===== src/rtl/mux_arb_pkg.sv =====
// Shared types and constants for the round-robin mux-select arbiter.
package mux_arb_pkg;

    localparam int unsigned N_CH  = 4;
    localparam int unsigned SEL_W = 2;

    typedef logic [SEL_W-1:0] ch_t;

    typedef enum logic {
        ST_IDLE  = 1'b0,
        ST_GRANT = 1'b1
    } arb_state_t;

    function automatic logic [N_CH-1:0] ch_onehot(input ch_t ch);
        logic [N_CH-1:0] oh;
        oh     = '0;
        oh[ch] = 1'b1;
        return oh;
    endfunction

endpackage


===== src/rtl/mux_sel_arbiter_if.sv =====
// Request/grant and consumer handshake bundle of the mux-select arbiter.
// grant_cnt and the CNT_W parameter exist only when MUX_ARB_STATS_EN is defined.
interface mux_sel_arbiter_if
`ifdef MUX_ARB_STATS_EN
    #(parameter int unsigned CNT_W = 16)
`endif
    ;
    import mux_arb_pkg::*;

    logic [N_CH-1:0] req;
    logic            out_ready;
    logic            out_valid;
    ch_t             sel;
    logic [N_CH-1:0] gnt;
    logic [N_CH-1:0] ack;
`ifdef MUX_ARB_STATS_EN
    logic [N_CH*CNT_W-1:0] grant_cnt;
`endif

    // Arbiter side: drives the select, grant and handshake outputs.
    modport master (
        input  req, out_ready,
        output out_valid, sel, gnt, ack
`ifdef MUX_ARB_STATS_EN
        , output grant_cnt
`endif
    );

    // Requester/consumer side.
    modport slave (
        output req, out_ready,
        input  out_valid, sel, gnt, ack
`ifdef MUX_ARB_STATS_EN
        , input grant_cnt
`endif
    );

endinterface


===== src/rtl/rr_pick4.sv =====
// Combinational round-robin pick: first set request scanning from ptr upward, mod 4.
module rr_pick4
    import mux_arb_pkg::*;
(
    input  logic [N_CH-1:0] req_i,
    input  ch_t             ptr_i,
    output logic            any_o,
    output ch_t             idx_o
);

    ch_t cand;

    always_comb begin
        any_o = 1'b0;
        idx_o = ptr_i;
        cand  = ptr_i;
        for (int unsigned k = 0; k < N_CH; k++) begin
            cand = ptr_i + ch_t'(k);
            if (!any_o && req_i[cand]) begin
                any_o = 1'b1;
                idx_o = cand;
            end
        end
    end

endmodule


===== src/rtl/mux_sel_arbiter.sv =====
// Round-robin arbiter driving the 2-bit select of a 4-way datapath mux, with burst limit.
// Define MUX_ARB_STATS_EN to add saturating per-channel transfer counters (grant_cnt).
module mux_sel_arbiter
    import mux_arb_pkg::*;
#(
    parameter int unsigned MAX_BURST = 4
`ifdef MUX_ARB_STATS_EN
    , parameter int unsigned CNT_W = 16
`endif
) (
    input  logic               clk,
    input  logic               reset,
    mux_sel_arbiter_if.master  bus
);

    localparam int unsigned BEAT_W = $clog2(MAX_BURST + 1);

    arb_state_t        state_q;
    ch_t               sel_q;
    ch_t               ptr_q;
    logic [N_CH-1:0]   gnt_q;
    logic              out_valid_q;
    logic [BEAT_W-1:0] beat_q;

    logic [BEAT_W-1:0] beat_d;
    ch_t               pick_ptr;
    ch_t               pick_idx;
    logic              pick_any;
    logic              xfer;
    logic              burst_more;

    // A reset cycle abandons any transfer in flight, so it never acks.
    assign xfer       = (state_q == ST_GRANT) && bus.out_ready && !reset;
    assign beat_d     = beat_q + BEAT_W'(1);
    assign burst_more = bus.req[sel_q] && (beat_d < BEAT_W'(MAX_BURST));
    // While granted, the only re-pick happens at rotation, which starts just past the owner.
    assign pick_ptr   = (state_q == ST_GRANT) ? (sel_q + ch_t'(1)) : ptr_q;

    rr_pick4 u_pick (
        .req_i (bus.req),
        .ptr_i (pick_ptr),
        .any_o (pick_any),
        .idx_o (pick_idx)
    );

    assign bus.out_valid = out_valid_q;
    assign bus.sel       = sel_q;
    assign bus.gnt       = gnt_q;
    assign bus.ack       = xfer ? gnt_q : '0;

    always_ff @(posedge clk) begin
        if (reset) begin
            state_q     <= ST_IDLE;
            sel_q       <= '0;
            gnt_q       <= '0;
            out_valid_q <= 1'b0;
            ptr_q       <= '0;
            beat_q      <= '0;
        end else begin
            case (state_q)
                ST_IDLE: begin
                    if (pick_any) begin
                        state_q     <= ST_GRANT;
                        sel_q       <= pick_idx;
                        gnt_q       <= ch_onehot(pick_idx);
                        out_valid_q <= 1'b1;
                        beat_q      <= '0;
                    end
                end
                ST_GRANT: begin
                    if (xfer) begin
                        if (burst_more) begin
                            beat_q <= beat_d;
                        end else begin
                            ptr_q  <= pick_ptr;
                            beat_q <= '0;
                            if (pick_any) begin
                                sel_q <= pick_idx;
                                gnt_q <= ch_onehot(pick_idx);
                            end else begin
                                state_q     <= ST_IDLE;
                                gnt_q       <= '0;
                                out_valid_q <= 1'b0;
                            end
                        end
                    end
                end
                default: state_q <= ST_IDLE;
            endcase
        end
    end

`ifdef MUX_ARB_STATS_EN
    logic [CNT_W-1:0] cnt_q [N_CH];

    // Per-channel transfer counters, saturating at all-ones.
    always_ff @(posedge clk) begin
        if (reset) begin
            for (int unsigned i = 0; i < N_CH; i++) begin
                cnt_q[i] <= '0;
            end
        end else if (xfer && (cnt_q[sel_q] != '1)) begin
            cnt_q[sel_q] <= cnt_q[sel_q] + CNT_W'(1);
        end
    end

    for (genvar g = 0; g < N_CH; g++) begin : g_cnt_out
        assign bus.grant_cnt[g*CNT_W +: CNT_W] = cnt_q[g];
    end
`endif

endmodule


===== src/flat_wrapper.sv =====
// flat-port wrapper written by rule: the top's interface ports become plain ports
module mux_sel_arbiter_flat import mux_arb_pkg::*;
#(
    parameter int unsigned MAX_BURST = 4

)
  (clk, reset, bus_req, bus_out_ready, bus_out_valid, bus_sel, bus_gnt, bus_ack);
  mux_sel_arbiter_if bus_i ();
  input  logic clk;
  input  logic reset;
  input wire logic [$bits(bus_i.req)-1:0] bus_req;
  input wire logic [$bits(bus_i.out_ready)-1:0] bus_out_ready;
  output wire logic [$bits(bus_i.out_valid)-1:0] bus_out_valid;
  output wire logic [$bits(bus_i.sel)-1:0] bus_sel;
  output wire logic [$bits(bus_i.gnt)-1:0] bus_gnt;
  output wire logic [$bits(bus_i.ack)-1:0] bus_ack;
  assign bus_i.req = bus_req;
  assign bus_i.out_ready = bus_out_ready;
  assign bus_out_valid = bus_i.out_valid;
  assign bus_sel = bus_i.sel;
  assign bus_gnt = bus_i.gnt;
  assign bus_ack = bus_i.ack;
  mux_sel_arbiter #(.MAX_BURST(MAX_BURST)) u_core (.clk(clk), .reset(reset), .bus(bus_i));
endmodule

===== config.mk =====
export PLATFORM = sky130hd
export DESIGN_NAME = mux_sel_arbiter_flat
export DESIGN_NICKNAME = d
export VERILOG_FILES = /design/src/rtl/mux_arb_pkg.sv /design/src/rtl/mux_sel_arbiter_if.sv /design/src/rtl/rr_pick4.sv /design/src/rtl/mux_sel_arbiter.sv /design/src/flat_wrapper.sv
export SDC_FILE = /design/constraint.sdc
export NUM_CORES = 1
export LEC_CHECK = 0
export ABC_AREA = 1
export BUFFER_PORTS_ARGS = -buffer_cell sky130_fd_sc_hd__buf_2
export CAP_MARGIN = 20
export CORE_UTILIZATION = 54
export DETAILED_ROUTE_END_ITERATION = 7
export PLACE_DENSITY = 0.78
export SLEW_MARGIN = 25
export SYNTH_ARGS = -nofsm -noshare
export SYNTH_HDL_FRONTEND = slang
export SYNTH_SLANG_ARGS = --single-unit

===== constraint.sdc =====
create_clock -name clk -period 2.6 [get_ports clk]
set_input_delay 0.13 -clock clk [delete_from_list [all_inputs] [get_ports clk]]
set_output_delay 0.13 -clock clk [all_outputs]
set_load 0.05 [all_outputs]

==> results of run 1 <==
cell usage after synthesis:
cell type                   n  area [um2]
sky130_fd_sc_hd__inv_1     15        56.3
sky130_fd_sc_hd__o21ai_4    1        16.3
sky130_fd_sc_hd__nor2_4     2        22.5
sky130_fd_sc_hd__o211ai_1   1        7.51
sky130_fd_sc_hd__nand2_1   39         146
sky130_fd_sc_hd__nand2_2    6        37.5
sky130_fd_sc_hd__nor3_1     1        5.00
sky130_fd_sc_hd__dfxtp_1   13         260
sky130_fd_sc_hd__nor2_2     1        6.26
sky130_fd_sc_hd__nand3_2    1        10.0
sky130_fd_sc_hd__nand4_1    6        37.5
sky130_fd_sc_hd__o21ai_0   11        55.1
sky130_fd_sc_hd__xnor2_1    1        8.76
sky130_fd_sc_hd__nor2_1     6        22.5
sky130_fd_sc_hd__nand3_1   13        65.1
sky130_fd_sc_hd__buf_6      2        22.5
sky130_fd_sc_hd__o21ai_1    5        25.0
sky130_fd_sc_hd__ha_1       1        12.5
sky130_fd_sc_hd__nand2_4    2        22.5
sky130_fd_sc_hd__nand3_4    1        17.5
sky130_fd_sc_hd__or2_4      1        8.76
sky130_fd_sc_hd__a21oi_4    1        16.3
sky130_fd_sc_hd__inv_2      6        22.5
sky130_fd_sc_hd__a21oi_1   12        60.1
sequential cells by signal, summed over array words and instances, names as in the netlist:
name and count:
u_core.bus.gnt 4, u_core.beat_q 3, u_core.bus.sel 2, u_core.ptr_q 2, u_core.bus.out_valid 1, u_core.state_q 1
report_power, final:
part	internal, W	switching (W)
registers	0.000229	0.0000326
logic	0.000137	0.000344
clock network	0.0000572	0.0000727
routing by layer:
layer | track usage [%] | share of wire, %
met1 | 32.0 | 49
met2 | 35.9 | 46
met3 | 8.57 | 4.8
met4 | 4.24 | 0.19
met5 | 0 | 0
critical path, stage by stage (launching register included):
cell                      delay [ps]
sky130_fd_sc_hd__dfxtp_1         430
sky130_fd_sc_hd__o21ai_4         450
sky130_fd_sc_hd__nand2_1          90
sky130_fd_sc_hd__o21ai_1         130
sky130_fd_sc_hd__nand2_1         100
sky130_fd_sc_hd__nand2_2         120
sky130_fd_sc_hd__inv_2            60
sky130_fd_sc_hd__nor2_4          140
sky130_fd_sc_hd__nand2_2          70
sky130_fd_sc_hd__nor2_4          100
sky130_fd_sc_hd__inv_2            70
sky130_fd_sc_hd__nand2_1          70
sky130_fd_sc_hd__nand2_1         110
sky130_fd_sc_hd__o21ai_1         170
sky130_fd_sc_hd__a21oi_1          50
stage by stage:
step	instances	worst slack, ps	total power, W
4_1_cts	191	337	0.000873
5_1_grt	191	88.5	0.000938
6_report	191	309	0.000872
2_1_floorplan	148	462	0.000660
3_3_place_gp	187	476	0.000729
3_5_place_dp	187	345	0.000743
cell usage in the layout, fill, tap and decap left out, types with 2 or more instances in the layout:
cell type and n:
sky130_fd_sc_hd__a21oi_1 12, sky130_fd_sc_hd__buf_2 17, sky130_fd_sc_hd__clkbuf_4 3, sky130_fd_sc_hd__dfxtp_1 13, sky130_fd_sc_hd__inv_1 15, sky130_fd_sc_hd__inv_2 6
sky130_fd_sc_hd__nand2_1 39, sky130_fd_sc_hd__nand2_2 6, sky130_fd_sc_hd__nand2_4 2, sky130_fd_sc_hd__nand3_1 13, sky130_fd_sc_hd__nand4_1 6, sky130_fd_sc_hd__nor2_1 6
sky130_fd_sc_hd__nor2_4 2, sky130_fd_sc_hd__o21ai_0 11, sky130_fd_sc_hd__o21ai_1 5
cell families (layout without fill, tap and decap cells):
group	count (synthesis)	after routing	share of synthesized area, %
XOR/XNOR	1	1	0.908
adder cells (fa/ha/maj)	1	1	1.30
AO/OA/AOI/OAI	31	31	18.7
AND/OR/NAND/NOR	79	79	41.6
buffers and inverters	23	42	10.5
flip-flops	13	13	27.0
area by class of cell:
type / instances / share of cell area (%)
inverter: 21 / 7.27
clock buffer: 3 / 2.08
sequential: 13 / 24.0
clock inverter: 1 / 0.461
multi-input combinational: 112 / 55.6
tap: 24 / 2.77
timing repair buffer: 17 / 7.84
worst max-delay path by stage:
stage,to,slack [ps]
finish,u_core.beat_q[1]$_SDFFE_PP0P_,310
global route,u_core.beat_q[1]$_SDFFE_PP0P_,90
CTS,u_core.beat_q[1]$_SDFFE_PP0P_,340
detailed placement,u_core.beat_q[1]$_SDFFE_PP0P_,340
global placement,u_core.beat_q[1]$_SDFFE_PP0P_,480
floorplan,u_core.beat_q[1]$_SDFFE_PP0P_,460
==> flow_summary_export.csv, run 1 <==
group,metric,value,unit
outcome,status,"finished, violations left",
outcome,violations_in_the_final_reports,"DRC",
clock_network,htreeDepth,1,
timing,hold_viol_final,0,
detailed_routing,route.detailed.drc,2,
clock_network,clock_tree.root_cell,"sky130_fd_sc_hd__clkbuf_4",
detailed_routing,ant_nets,0,
clock_network,clock_insertion_delay_at_the_later_pin_of_the_skew_report,290,ps
timing,timing_max_transition_violations_final,0,
final_layout,final_core_util,68.1,%
timing,worst-slew-pin-transition,486,ps
clock_network,ctsResizeCount,0,
timing,fin_worst_skew,6.26,ps
power_and_ir_drop,power.leakage,0.542,nW
floorplan,fp.coreArea,0.00159,mm2
clock_network,clock_sink_count,13,
timing,unrepaired_setup_endpoints_after_global_routing,"false",
flow_run,max_cap_violations,0,
synth,syn_area_per_cell,6.52,um2
critical_path,critical_path.startpoint,"u_core.state_q$_SDFF_PP0_",
power_and_ir_drop,powerDensity,804,mW/mm2
global_route,largest_net_degree_at_the_start_of_global_routing,20,
timing,relSlewSlack,67.5,%
critical_path,r2r.worst_path.cells,14,
clock_network,cts_tree,"built",
floorplan,die_h,44.3,um
timing,finalSetupViolations,0,
critical_path,critical_path.endpoint_type,"flop",
detailed_routing,routed_wirelength,2060,um
critical_path,path_max_fanout,19,
placement,hpwlAfterDp,1630,um
critical_path,worst_r2r_startpoint,"u_core.state_q$_SDFF_PP0_",
floorplan,fp.dieW,44.3,um
detailed_routing,first_pass_iters,6,
final_layout,area_of_the_multi_input_gates,603,um2
final_layout,syn2layout_area_growth,12.5,%
critical_path,required,2780,ps
critical_path,worstReg2RegEnd,"u_core.beat_q[1]$_SDFFE_PP0P_",
synth,synth_nets,156,
clock_network,path_clk_slew,90,ps
synth,synth-warning-count,0,
worst_hold_path,hold_class,"input port to flop",
clock_network,post-cts-setup-buffers,0,
worst_hold_path,worst_hold_path.num_cells,2,
final_layout,layout-drive-gt1-share,25.7,%
critical_path,setup.worst_path.start_class,"flop",
worst_hold_path,worstHoldStart,"reset",
timing,fmaxAchievable,436,MHz
floorplan,floorplan_row_count,14,
placement,i_o_buffers,17,
timing,layout_worst_path_cycle_share,88.1,%
final_layout,nFillCells,159,
placement,postPlaceCellArea,0.00106,mm2
global_route,grt_pass1_vias,795,
synth,synth_cell_types,24,
detailed_routing,detail_route.wl_per_cell,10.8,um
clock_network,cts_hold_buffers,0,
power_and_ir_drop,irDropWorstVdd,0.606,mV
detailed_routing,detail_route.vias_per_cell,5.14,
clock_network,clockBufferDepth,2,
timing,min_period,2290,ps
floorplan,die_area,0.00196,mm2
timing,holdWs,74.9,ps
critical_path,worstSetupPathType,"flop to flop",
floorplan,num_io_pins,18,
global_route,grt.total_usage,23.4,%
final_layout,finish.net_count,176,
floorplan,initial_core_util,60.5,%
critical_path,crit_arrival,2470,ps
detailed_routing,drt-initial-drc-count,25,
final_layout,post-route-cell-area,0.00108,mm2
synth,gate_count_after_technology_mapping,148,
synth,synthesis.area,965,um2
placement,finalWeightedCongestion,0.863,
synth,post_synthesis_sequential_area_ratio,27.0,%
detailed_routing,vias,981,
global_route,grt_first_pass_wirelength,3370,um
global_route,globalRouteOverflowTotal,0,
worst_hold_path,worstHoldEndpoint,"u_core.bus.out_valid$_SDFFE_PP0P_",
final_layout,register_area,260,um2
synth,ys_ff_latch,13,
critical_path,reg2reg_slack,310,ps
global_route,number_of_antenna_violations_at_the_first_check_in_global_routing,0,
clock_network,cts_buffers,3,
timing,timing.setup.tns,0,ps
final_layout,antennaDiodeCount,0,
(Power assumes the default switching activity.)
==> run 2: changes to the inputs <==
--- a/config.mk
+++ b/config.mk
@@ -6,11 +6,11 @@
 export NUM_CORES = 1
 export LEC_CHECK = 0
 export ABC_AREA = 1
-export BUFFER_PORTS_ARGS = -buffer_cell sky130_fd_sc_hd__buf_2
 export CAP_MARGIN = 20
-export CORE_UTILIZATION = 54
+export CORE_UTILIZATION = 55
 export DETAILED_ROUTE_END_ITERATION = 7
-export PLACE_DENSITY = 0.78
+export DONT_BUFFER_PORTS = 1
+export PLACE_DENSITY = 0.66
 export SLEW_MARGIN = 25
 export SYNTH_ARGS = -nofsm -noshare
 export SYNTH_HDL_FRONTEND = slang
==> flow_summary_export.csv, run 2 (synthesis gave the netlist of run 1 again) <==
group,metric,value,unit
outcome,status,"finished, violations left",
outcome,violations_in_the_final_reports,"DRC",
timing,timing.setup.tns,0,ps
clock_network,clock_tree.root_cell,"sky130_fd_sc_hd__clkbuf_4",
timing,min_period,2270,ps
worst_hold_path,hold_class,"input port to flop",
critical_path,critical_path_cell_by_cell,"nand2_2, o21ai_4, nand2_1, o21ai_1, nand2_1, nand2_2, inv_2, nor2_4, nand2_2, nor2_4, inv_2, nand2_1, nand2_1, o21ai_1, a21oi_1",
final_layout,area_of_the_multi_input_gates,603,um2
floorplan,initial_core_util,61.2,%
timing,finalSetupViolations,0,
clock_network,clock_sink_count,13,
flow_run,max_cap_violations,0,
final_layout,syn2layout_area_growth,8.17,%
power_and_ir_drop,irDropWorstVdd,0.440,mV
floorplan,die_area,0.00193,mm2
detailed_routing,ant_nets,0,
worst_hold_path,worst_hold_path.num_cells,3,
clock_network,clockBufferDepth,2,
global_route,number_of_antenna_violations_at_the_first_check_in_global_routing,0,
detailed_routing,vias,963,
global_route,grt_pass1_vias,859,
clock_network,cts_tree,"built",
critical_path,r2r.worst_path.cells,15,
critical_path,path_max_fanout,19,
critical_path,worst_r2r_startpoint,"u_core.state_q$_SDFF_PP0_",
timing,hold_viol_final,0,
timing,timing_max_transition_violations_final,0,
clock_network,clock_insertion_delay_at_the_later_pin_of_the_skew_report,270,ps
final_layout,antennaDiodeCount,0,
final_layout,nFillCells,168,
critical_path,required,2770,ps
floorplan,floorplan_row_count,14,
detailed_routing,detail_route.wl_per_cell,11.7,um
final_layout,final_cell_mix,"sky130_fd_sc_hd__nand2_1 (39), sky130_fd_sc_hd__inv_1 (15), sky130_fd_sc_hd__nand3_1 (13), sky130_fd_sc_hd__dfxtp_1 (13), sky130_fd_sc_hd__a21oi_1 (12)",
global_route,globalRouteOverflowTotal,0,
critical_path,slowest_stage,"sky130_fd_sc_hd__dfxtp_1",
clock_network,cts_buffers,3,
final_layout,layout_commonest_cell,"sky130_fd_sc_hd__nand2_1",
critical_path,critical_path_cell_count,15,
floorplan,num_io_pins,18,
critical_path,critical_path_buf_inv_count,2,
critical_path,critical_path.endpoint_type,"flop",
floorplan,die_h,43.9,um
placement,hpwlAfterDp,1620,um
critical_path,worstSetupPathType,"flop to flop",
critical_path,critical_path.startpoint,"u_core.state_q$_SDFF_PP0_",
global_route,largest_net_degree_at_the_start_of_global_routing,20,
timing,fin_worst_skew,1.42,ps
critical_path,critical-path-top-delay-family,"simple AND/OR/NAND/NOR gates",
detailed_routing,route.detailed.drc,1,
placement,finalWeightedCongestion,0.865,
final_layout,largest_register_ffs,4,
detailed_routing,routed_wirelength,2030,um
clock_network,path_clk_slew,80,ps
final_layout,final_core_util,66.2,%
timing,unrepaired_setup_endpoints_after_global_routing,"false",
detailed_routing,detail_route.vias_per_cell,5.57,
timing,fmaxAchievable,441,MHz
floorplan,fp.coreArea,0.00158,mm2
power_and_ir_drop,power.leakage,0.494,nW
final_layout,fin_cells,173,
timing,relSlewSlack,64.2,%
placement,numPlacedInstances,168,
detailed_routing,first_pass_iters,6,
clock_network,ctsResizeCount,0,
timing,layout_worst_path_cycle_share,87.2,%
final_layout,layout-drive-gt1-share,19.7,%
global_route,grt_first_pass_wirelength,3660,um
power_and_ir_drop,powerDensity,816,mW/mm2
global_route,grt.total_usage,25.0,%
final_layout,finish.net_count,166,
clock_network,htreeDepth,1,
critical_path,timing.critical_path.slowest_cell_delay,570,ps
critical_path,crit_arrival,2430,ps
critical_path,crit_path_frequent_cell,"sky130_fd_sc_hd__nand2_1",
timing,worst-slew-pin-transition,536,ps
floorplan,fp.dieW,43.9,um
detailed_routing,drt-initial-drc-count,19,
placement,i_o_buffers,0,
worst_hold_path,worstHoldStart,"reset",
final_layout,register_area,260,um2
critical_path,setup.worst_path.start_class,"flop",
[run 2: changes by cell type in the layout (fill, tap and decap cells not counted)]
cell,change
sky130_fd_sc_hd__clkinv_2,-1
sky130_fd_sc_hd__buf_4,+6
sky130_fd_sc_hd__clkbuf_1,+1
sky130_fd_sc_hd__dlygate4sd3_1,+1
sky130_fd_sc_hd__buf_2,-17
[run 2: final timing paths]
| kind | end | slack (ps) |
|---|---|---|
| worst min-delay path | u_core.beat_q[2]$_SDFFE_PP0P_ | 50 |
| worst max register to register | u_core.beat_q[1]$_SDFFE_PP0P_ | 330 |
| worst min register to register | u_core.beat_q[2]$_SDFFE_PP0P_ | 460 |
| worst max-delay path | u_core.beat_q[1]$_SDFFE_PP0P_ | 330 |
[run 2: metrics by stage]
step / worst slack, ps / total power, W / area, um2 / hold WS (ps)
finish: 334 / 0.000852 / 1040 / 49.2
global placement: 478 / 0.000718 / 1010 / 202
detailed placement: 367 / 0.000728 / 1010 / 204
floorplan: 462 / 0.000660 / 965 / 199
global route: 137 / 0.000924 / 1040 / 52.8
CTS: 350 / 0.000854 / 1040 / 46.5
[run 2: metal layers]
metal	routed length [um]	track usage, %	up-vias
met4	0	2.42	0
met3	115	7.50	0
met5	0	0	-
met2	908	40.0	26
met1	1010	34.7	430
li1	-	-	507
[run 2: power by group]
group / leakage, nW / internal, W / switching [W]
registers: 0.107 / 0.000228 / 0.0000819
logic: 0.372 / 0.000131 / 0.000287
clock network: 0.0150 / 0.0000595 / 0.0000641
total: 0.494 / 0.000419 / 0.000433
[run 2: area by class of cell]
cell class	instances	area share [%]
Clock buffer	4	2.52
Inverter	21	7.55
Multi-Input combinational cell	112	57.8
Sequential cell	13	24.9
Tap cell	16	1.92
Timing Repair Buffer	7	5.28
[run 2: worst reg2reg max path, cell delays in order (launching register included)]
cell	delay (ps)
sky130_fd_sc_hd__dfxtp_1	570
sky130_fd_sc_hd__nand2_2	120
sky130_fd_sc_hd__o21ai_4	200
sky130_fd_sc_hd__nand2_1	90
sky130_fd_sc_hd__o21ai_1	130
sky130_fd_sc_hd__nand2_1	90
sky130_fd_sc_hd__nand2_2	110
sky130_fd_sc_hd__inv_2	60
sky130_fd_sc_hd__nor2_4	140
sky130_fd_sc_hd__nand2_2	80
sky130_fd_sc_hd__nor2_4	110
sky130_fd_sc_hd__inv_2	70
sky130_fd_sc_hd__nand2_1	90
sky130_fd_sc_hd__nand2_1	110
sky130_fd_sc_hd__o21ai_1	150
sky130_fd_sc_hd__a21oi_1	50
[run 2: timing repair]
item                      4_1_cts  5_1_grt
buffers inserted                0        0
hold buffers                    1        0
hold endpoints to repair        5        0
